==> config.mk <==
export PLATFORM = sky130hd
export DESIGN_NAME = pe_os_acc
export DESIGN_NICKNAME = d
export VERILOG_FILES = /design/src/rtl/pe_os_acc.sv
export SDC_FILE = /design/constraint.sdc
export NUM_CORES = 1
export LEC_CHECK = 0
export CAP_MARGIN = 10
export CORE_MARGIN = 10
export CORE_UTILIZATION = 40
export CTS_BUF_LIST = sky130_fd_sc_hd__clkbuf_16
export CTS_CLUSTER_SIZE = 24
export DETAILED_ROUTE_END_ITERATION = 12
export HOLD_SLACK_MARGIN = 0.02
export PLACE_DENSITY_LB_ADDON = 0.1
export SYNTH_ARGS = -nofsm -noshare
export SYNTH_HDL_FRONTEND = slang
export SYNTH_SLANG_ARGS = --single-unit
==> constraint.sdc <==
create_clock -name clk -period 25.8 [get_ports clk]
set_clock_uncertainty 0.2 [all_clocks]
set_input_delay 5.16 -clock clk [delete_from_list [all_inputs] [get_ports clk]]
set_output_delay 5.16 -clock clk [all_outputs]
set_load 0.005 [all_outputs]
==> src/rtl/pe_os_acc.sv <==
// ---------------------------------------------------------------------------
// pe_os_acc: output-stationary systolic-array processing element.
//
// Multiply-accumulates a signed row operand (a) and column operand (b) when
// both are valid, forwards operands to neighbours one cycle later, and exposes
// its accumulator through a vertical drain shift chain so one tile can be
// unloaded while the next accumulates.
//
// Ports:
//   clk, rst                  clock, synchronous active-low reset
//   a_in/a_valid_in           row operand and valid   -> a_out/a_valid_out
//   b_in/b_valid_in           column operand and valid -> b_out/b_valid_out
//   clr_in                    start of new tile        -> clr_out
//   load_in                   capture accumulator into the drain register
//   drain_in/drain_valid_in   drain chain from upstream PE
//   drain_out/drain_valid_out drain register to downstream PE
//   acc_out                   live accumulator
//   ovf                       sticky overflow since last clear
//   mac_cnt                   MACs since last clear, saturating
//   state                     tile FSM: IDLE=0, ACCUM=1, DONE=2
// ---------------------------------------------------------------------------
module pe_os_acc #(
    parameter int unsigned DATA_WIDTH = 10,
    parameter int unsigned ACC_WIDTH  = 2 * DATA_WIDTH + 4,
    parameter bit          SATURATE   = 1'b1,
    parameter int unsigned CNT_WIDTH  = 8
) (
    input  logic                  clk,
    input  logic                  rst,
    input  logic [DATA_WIDTH-1:0] a_in,
    input  logic                  a_valid_in,
    input  logic [DATA_WIDTH-1:0] b_in,
    input  logic                  b_valid_in,
    input  logic                  clr_in,
    input  logic                  load_in,
    input  logic [ACC_WIDTH-1:0]  drain_in,
    input  logic                  drain_valid_in,
    output logic [DATA_WIDTH-1:0] a_out,
    output logic                  a_valid_out,
    output logic [DATA_WIDTH-1:0] b_out,
    output logic                  b_valid_out,
    output logic                  clr_out,
    output logic [ACC_WIDTH-1:0]  drain_out,
    output logic                  drain_valid_out,
    output logic [ACC_WIDTH-1:0]  acc_out,
    output logic                  ovf,
    output logic [CNT_WIDTH-1:0]  mac_cnt,
    output logic [1:0]            state
);

    localparam int unsigned ProdW = 2 * DATA_WIDTH;
    localparam int unsigned ExtW  = ACC_WIDTH + 1 - ProdW;

    typedef enum logic [1:0] {
        StIdle  = 2'd0,
        StAccum = 2'd1,
        StDone  = 2'd2
    } state_e;

    state_e r_state, w_state_d;

    logic [DATA_WIDTH-1:0] r_a, r_b;
    logic                  r_a_v, r_b_v, r_clr;
    logic [ACC_WIDTH-1:0]  r_acc, r_drain;
    logic                  r_drain_v, r_ovf;
    logic [CNT_WIDTH-1:0]  r_cnt;

    logic                  w_fire;
    logic [ProdW-1:0]      w_a_ext, w_b_ext, w_prod;
    logic [ACC_WIDTH:0]    w_prod_ext, w_base, w_sum;
    logic                  w_ovf;
    logic [ACC_WIDTH-1:0]  w_acc_new;
    logic [CNT_WIDTH-1:0]  w_cnt_inc;

    assign w_fire = a_valid_in & b_valid_in;

    // Operands sign-extended to the product width; the low ProdW bits of an
    // unsigned multiply are then the exact two's-complement signed product.
    assign w_a_ext = {{DATA_WIDTH{a_in[DATA_WIDTH-1]}}, a_in};
    assign w_b_ext = {{DATA_WIDTH{b_in[DATA_WIDTH-1]}}, b_in};
    assign w_prod  = w_a_ext * w_b_ext;

    // One guard bit above the accumulator exposes overflow as a sign mismatch.
    assign w_prod_ext = {{ExtW{w_prod[ProdW-1]}}, w_prod};
    assign w_base     = clr_in ? '0 : {r_acc[ACC_WIDTH-1], r_acc};
    assign w_sum      = w_base + w_prod_ext;
    assign w_ovf      = w_sum[ACC_WIDTH] ^ w_sum[ACC_WIDTH-1];

    always_comb begin
        w_acc_new = w_sum[ACC_WIDTH-1:0];
        if (SATURATE && w_ovf) begin
            w_acc_new = w_sum[ACC_WIDTH] ? {1'b1, {(ACC_WIDTH-1){1'b0}}}
                                         : {1'b0, {(ACC_WIDTH-1){1'b1}}};
        end
    end

    assign w_cnt_inc = (r_cnt == '1) ? r_cnt : r_cnt + CNT_WIDTH'(1);

    // Datapath registers.
    always_ff @(posedge clk) begin
        if (!rst) begin
            r_a       <= '0;
            r_b       <= '0;
            r_a_v     <= 1'b0;
            r_b_v     <= 1'b0;
            r_clr     <= 1'b0;
            r_acc     <= '0;
            r_ovf     <= 1'b0;
            r_cnt     <= '0;
            r_drain   <= '0;
            r_drain_v <= 1'b0;
        end else begin
            r_a   <= a_in;
            r_b   <= b_in;
            r_a_v <= a_valid_in;
            r_b_v <= b_valid_in;
            r_clr <= clr_in;

            if (w_fire) begin
                r_acc <= w_acc_new;
                r_ovf <= clr_in ? w_ovf : (r_ovf | w_ovf);
                r_cnt <= clr_in ? CNT_WIDTH'(1) : w_cnt_inc;
            end else if (clr_in) begin
                r_acc <= '0;
                r_ovf <= 1'b0;
                r_cnt <= '0;
            end

            // Load takes the pre-update accumulator and drops upstream data.
            if (load_in) begin
                r_drain   <= r_acc;
                r_drain_v <= 1'b1;
            end else begin
                r_drain   <= drain_in;
                r_drain_v <= drain_valid_in;
            end
        end
    end

    // Tile FSM state register.
    always_ff @(posedge clk) begin
        if (!rst) begin
            r_state <= StIdle;
        end else begin
            r_state <= w_state_d;
        end
    end

    // Fire and clear outrank load when choosing the next state.
    always_comb begin
        w_state_d = r_state;
        if (clr_in) begin
            w_state_d = w_fire ? StAccum : StIdle;
        end else if (w_fire) begin
            w_state_d = StAccum;
        end else if (load_in) begin
            w_state_d = StDone;
        end
    end

    assign a_out           = r_a;
    assign a_valid_out     = r_a_v;
    assign b_out           = r_b;
    assign b_valid_out     = r_b_v;
    assign clr_out         = r_clr;
    assign drain_out       = r_drain;
    assign drain_valid_out = r_drain_v;
    assign acc_out         = r_acc;
    assign ovf             = r_ovf;
    assign mac_cnt         = r_cnt;
    assign state           = r_state;

endmodule

==> flow_metrics.py <==
metrics = {
    "synthesis": {
        "ys_seq_area_share_pct": 20.2,
        "synth_warnings": 0,
        "syn_area_um2": 8240,
        "synth.area.mux_share_pct": 3.16,
        "synth_compound_area_share_pct": 9.82,
        "synthArstFlopShare_pct": 0,
        "synth_xor_area_share_pct": 4.56,
        "synth_nets": 1171,
        "syn_area_per_cell_um2": 8.64,
        "synth-edff-count": 0,
        "syn_inst": 954,
        "synthAdderAreaFrac_pct": 33.6,
        "synth_top_family_by_area": "adder cells",
        "synth_flop_cell": "dfxtp_1",
        "ys_seq_elements": 83,
        "synth_cell_types": 59,
        "synth-simple-area-share_pct": 19.9,
    },
    "cts": {
        "post_cts_resized": 0,
        "ctsHtreeMaxLevel": 3,
        "postCtsHoldBufs": 0,
        "cts_setup_buffers": 0,
        "clkTransAtPathRegs_ps": 70,
        "clock-root-buffer": "clkbuf_16",
        "cts_sinks": 83,
        "cts_tree": "done",
        "cts_buffer_depth": 2,
        "cts_buffers": 9,
        "insertion_delay_ps": 340,
    },
    "routing": {
        "drtPass1Iterations": 4,
        "first_iter_violations": 263,
        "routedWlPerCell_um": 14.5,
        "ant_nets": 0,
        "drcViolationCount": 0,
        "via_per_inst": 4.82,
        "routed_wl_mm": 19.4,
        "vias": 6455,
    },
    "place": {
        "routabilityCongestion": 0.839,
        "port_buffers": 133,
        "dp_hpwl_mm": 15.6,
    },
    "worst_setup_path": {
        "cp-end-kind": "flip-flop",
        "start_kind": "input port",
        "critPathMostFrequentCell": "fa_1",
        "crit_required_ps": 25860,
        "max_stage_delay_ps": 640,
        "setup.worst_path.start": "a_in[3]",
        "reg2reg_from": "acc_out[5]",
        "cp_slowest_cell": "clkdlybuf4s50_1",
        "path_max_fanout": 17,
        "path_class": "input port to flip-flop",
        "crit_arrival_ps": 13340,
    },
    "floorplan": {
        "die_w_um": 164,
        "fp.dieH_um": 164,
        "ioPinCount": 134,
        "core_um2": 20200,
        "die_area_um2": 26700,
        "initial_core_util_pct": 40.7,
        "rows": 52,
    },
    "finish": {
        "final_nets": 1281,
        "area_delta_synth_final_pct": 22.7,
        "drive_gt1_share_pct": 3.37,
        "seq_area_um2": 1660,
        "n_antenna_cell": 0,
        "fillers": 1974,
        "multi_input_area_um2": 5860,
    },
    "sta": {
        "timing.final.hold_violations": 0,
        "setup_tns_ps": 0,
        "final_max_slew_viol_count": 0,
        "max_freq_mhz": 75.3,
        "setup-violations-final": 0,
        "grt_setup_unrepaired": "no",
        "fin_crit_ps": 13280,
        "slew_headroom_pct": 45.0,
        "worst_slew_pin_slew_ps": 824,
        "fin_crit_sh_pct": 51.5,
    },
    "power_and_ir_drop": {
        "total_power_uw": 1490,
        "power_density_nw_per_um2": 147,
        "ir_drop_v": 0.0000872,
        "p_leak_uw": 0.00472,
    },
    "grt": {
        "grt_pass1_wl_mm": 33.2,
        "grtUsageTotal_pct": 15.2,
        "grt_start_max_net_pins": 54,
        "antenna_found_initial": 0,
        "gr-total-overflow": 0,
        "grt_pass1_vias": 6718,
    },
    "job": {
        "drv_cap": 0,
    },
    "worst_hold_path": {
        "min_from": "state[1]",
        "min-delay-path-class": "flip-flop to flip-flop",
    },
    "outcome": {
        "status": "complete, no violations",
    },
}
-- layout make-up --
cell class / count / area share (%)
Clock buffer: 9 / 2.23
Clock inverter: 7 / 1.04
Inverter: 150 / 5.57
Multi-Input combinational cell: 682 / 57.9
Sequential cell: 83 / 16.4
Tap cell: 270 / 3.34
Timing Repair Buffer: 138 / 13.5
-- Yosys cell counts, drive strengths merged, types with 2 or more instances --
master | count | area (µm²)
and3 | 6 | 37.5
a21o | 8 | 60.1
ha | 74 | 926
a21oi | 29 | 145
mux2i | 26 | 260
nand2 | 94 | 353
xor2 | 11 | 96.3
nor3 | 9 | 45.0
nand4 | 6 | 37.5
o21bai | 3 | 22.5
a31oi | 3 | 18.8
nand3 | 7 | 35.0
dfxtp | 83 | 1660
o21a | 6 | 45.0
nor2b | 55 | 344
o221ai | 2 | 17.5
a211oi | 6 | 50.1
nand2b | 11 | 68.8
fa | 92 | 1840
nor4 | 2 | 12.5
o21ai | 45 | 240
clkbuf | 35 | 133
nor2 | 58 | 218
o211ai | 3 | 22.5
xnor2 | 31 | 279
buf | 4 | 31.3
nor3b | 2 | 15.0
a21boi | 3 | 22.5
o22ai | 2 | 18.8
and2 | 63 | 394
inv | 149 | 559
or3 | 5 | 31.3
a31o | 3 | 26.3
-- layer usage --
layer,up-vias,share of wire [%],GRT usage [%]
li1,3244,-,-
met1,3097,43,18.7
met2,103,51,27.0
met3,11,4.5,2.52
met4,0,1.0,3.33
met5,-,0,0
-- critical path, delay by kind of cell --
family | cells | cell delay (ps)
simple gates | 6 | 1460
compound gates | 8 | 1610
xor+xnor | 2 | 640
fa+ha+maj | 7 | 3330
buf+inv | 6 | 1140
-- through the flow --
stage	hold slack [ps]	instance area (µm²)	utilization, %	setup WS (ps)	cells
3_5_place_dp	257	9780	48.4	12210	1323
6_report	272	10100	50.0	12520	1339
4_1_cts	274	10100	50.0	12530	1339
2_1_floorplan	262	8240	-	13520	954
3_3_place_gp	250	9780	48.4	12330	1323
5_1_grt	295	10100	50.0	11990	1339
-- layout by cell type, fill, tap and decap left out, drive strengths merged, types with 11 or more instances in the layout --
cell type and count:
a21oi 29, and2 63, clkdlybuf4s50 132, dfxtp 83, fa 92, ha 74
inv 152, mux2i 26, nand2 94, nand2b 11, nor2 58, nor2b 55
o21ai 45, xnor2 31, xor2 11
-- kinds of logic after synthesis --
family | after synthesis
compound gates | 124
xor+xnor | 42
fa+ha+maj | 166
buf+inv | 189
flops | 83
mux | 26
simple gates | 324
-- sequential cells by signal (all words and copies together), names as in the netlist, 2 cells and up --
register / flops
b_out: 10
acc_out: 24
state: 2
a_out: 10
drain_out: 24
mac_cnt: 8
-- report_power, final --
part           internal (µW)  switching [µW]  leakage (µW)  total [µW]
combinational            515             674       0.00388        1190
clock                   86.4            58.9      0.000159         145
sequential               145            11.6      0.000683         157
-- path summary, 6_finish.rpt --
path	endpoint	cells past startpoint	slack, ps
worst min-delay path	state[1]	1	270
worst max-delay path	acc_out[13]	29	12520
worst min register to register	state[1]	1	270
worst max register to register	acc_out[13]	12	22190
(Power assumes the default switching activity.)
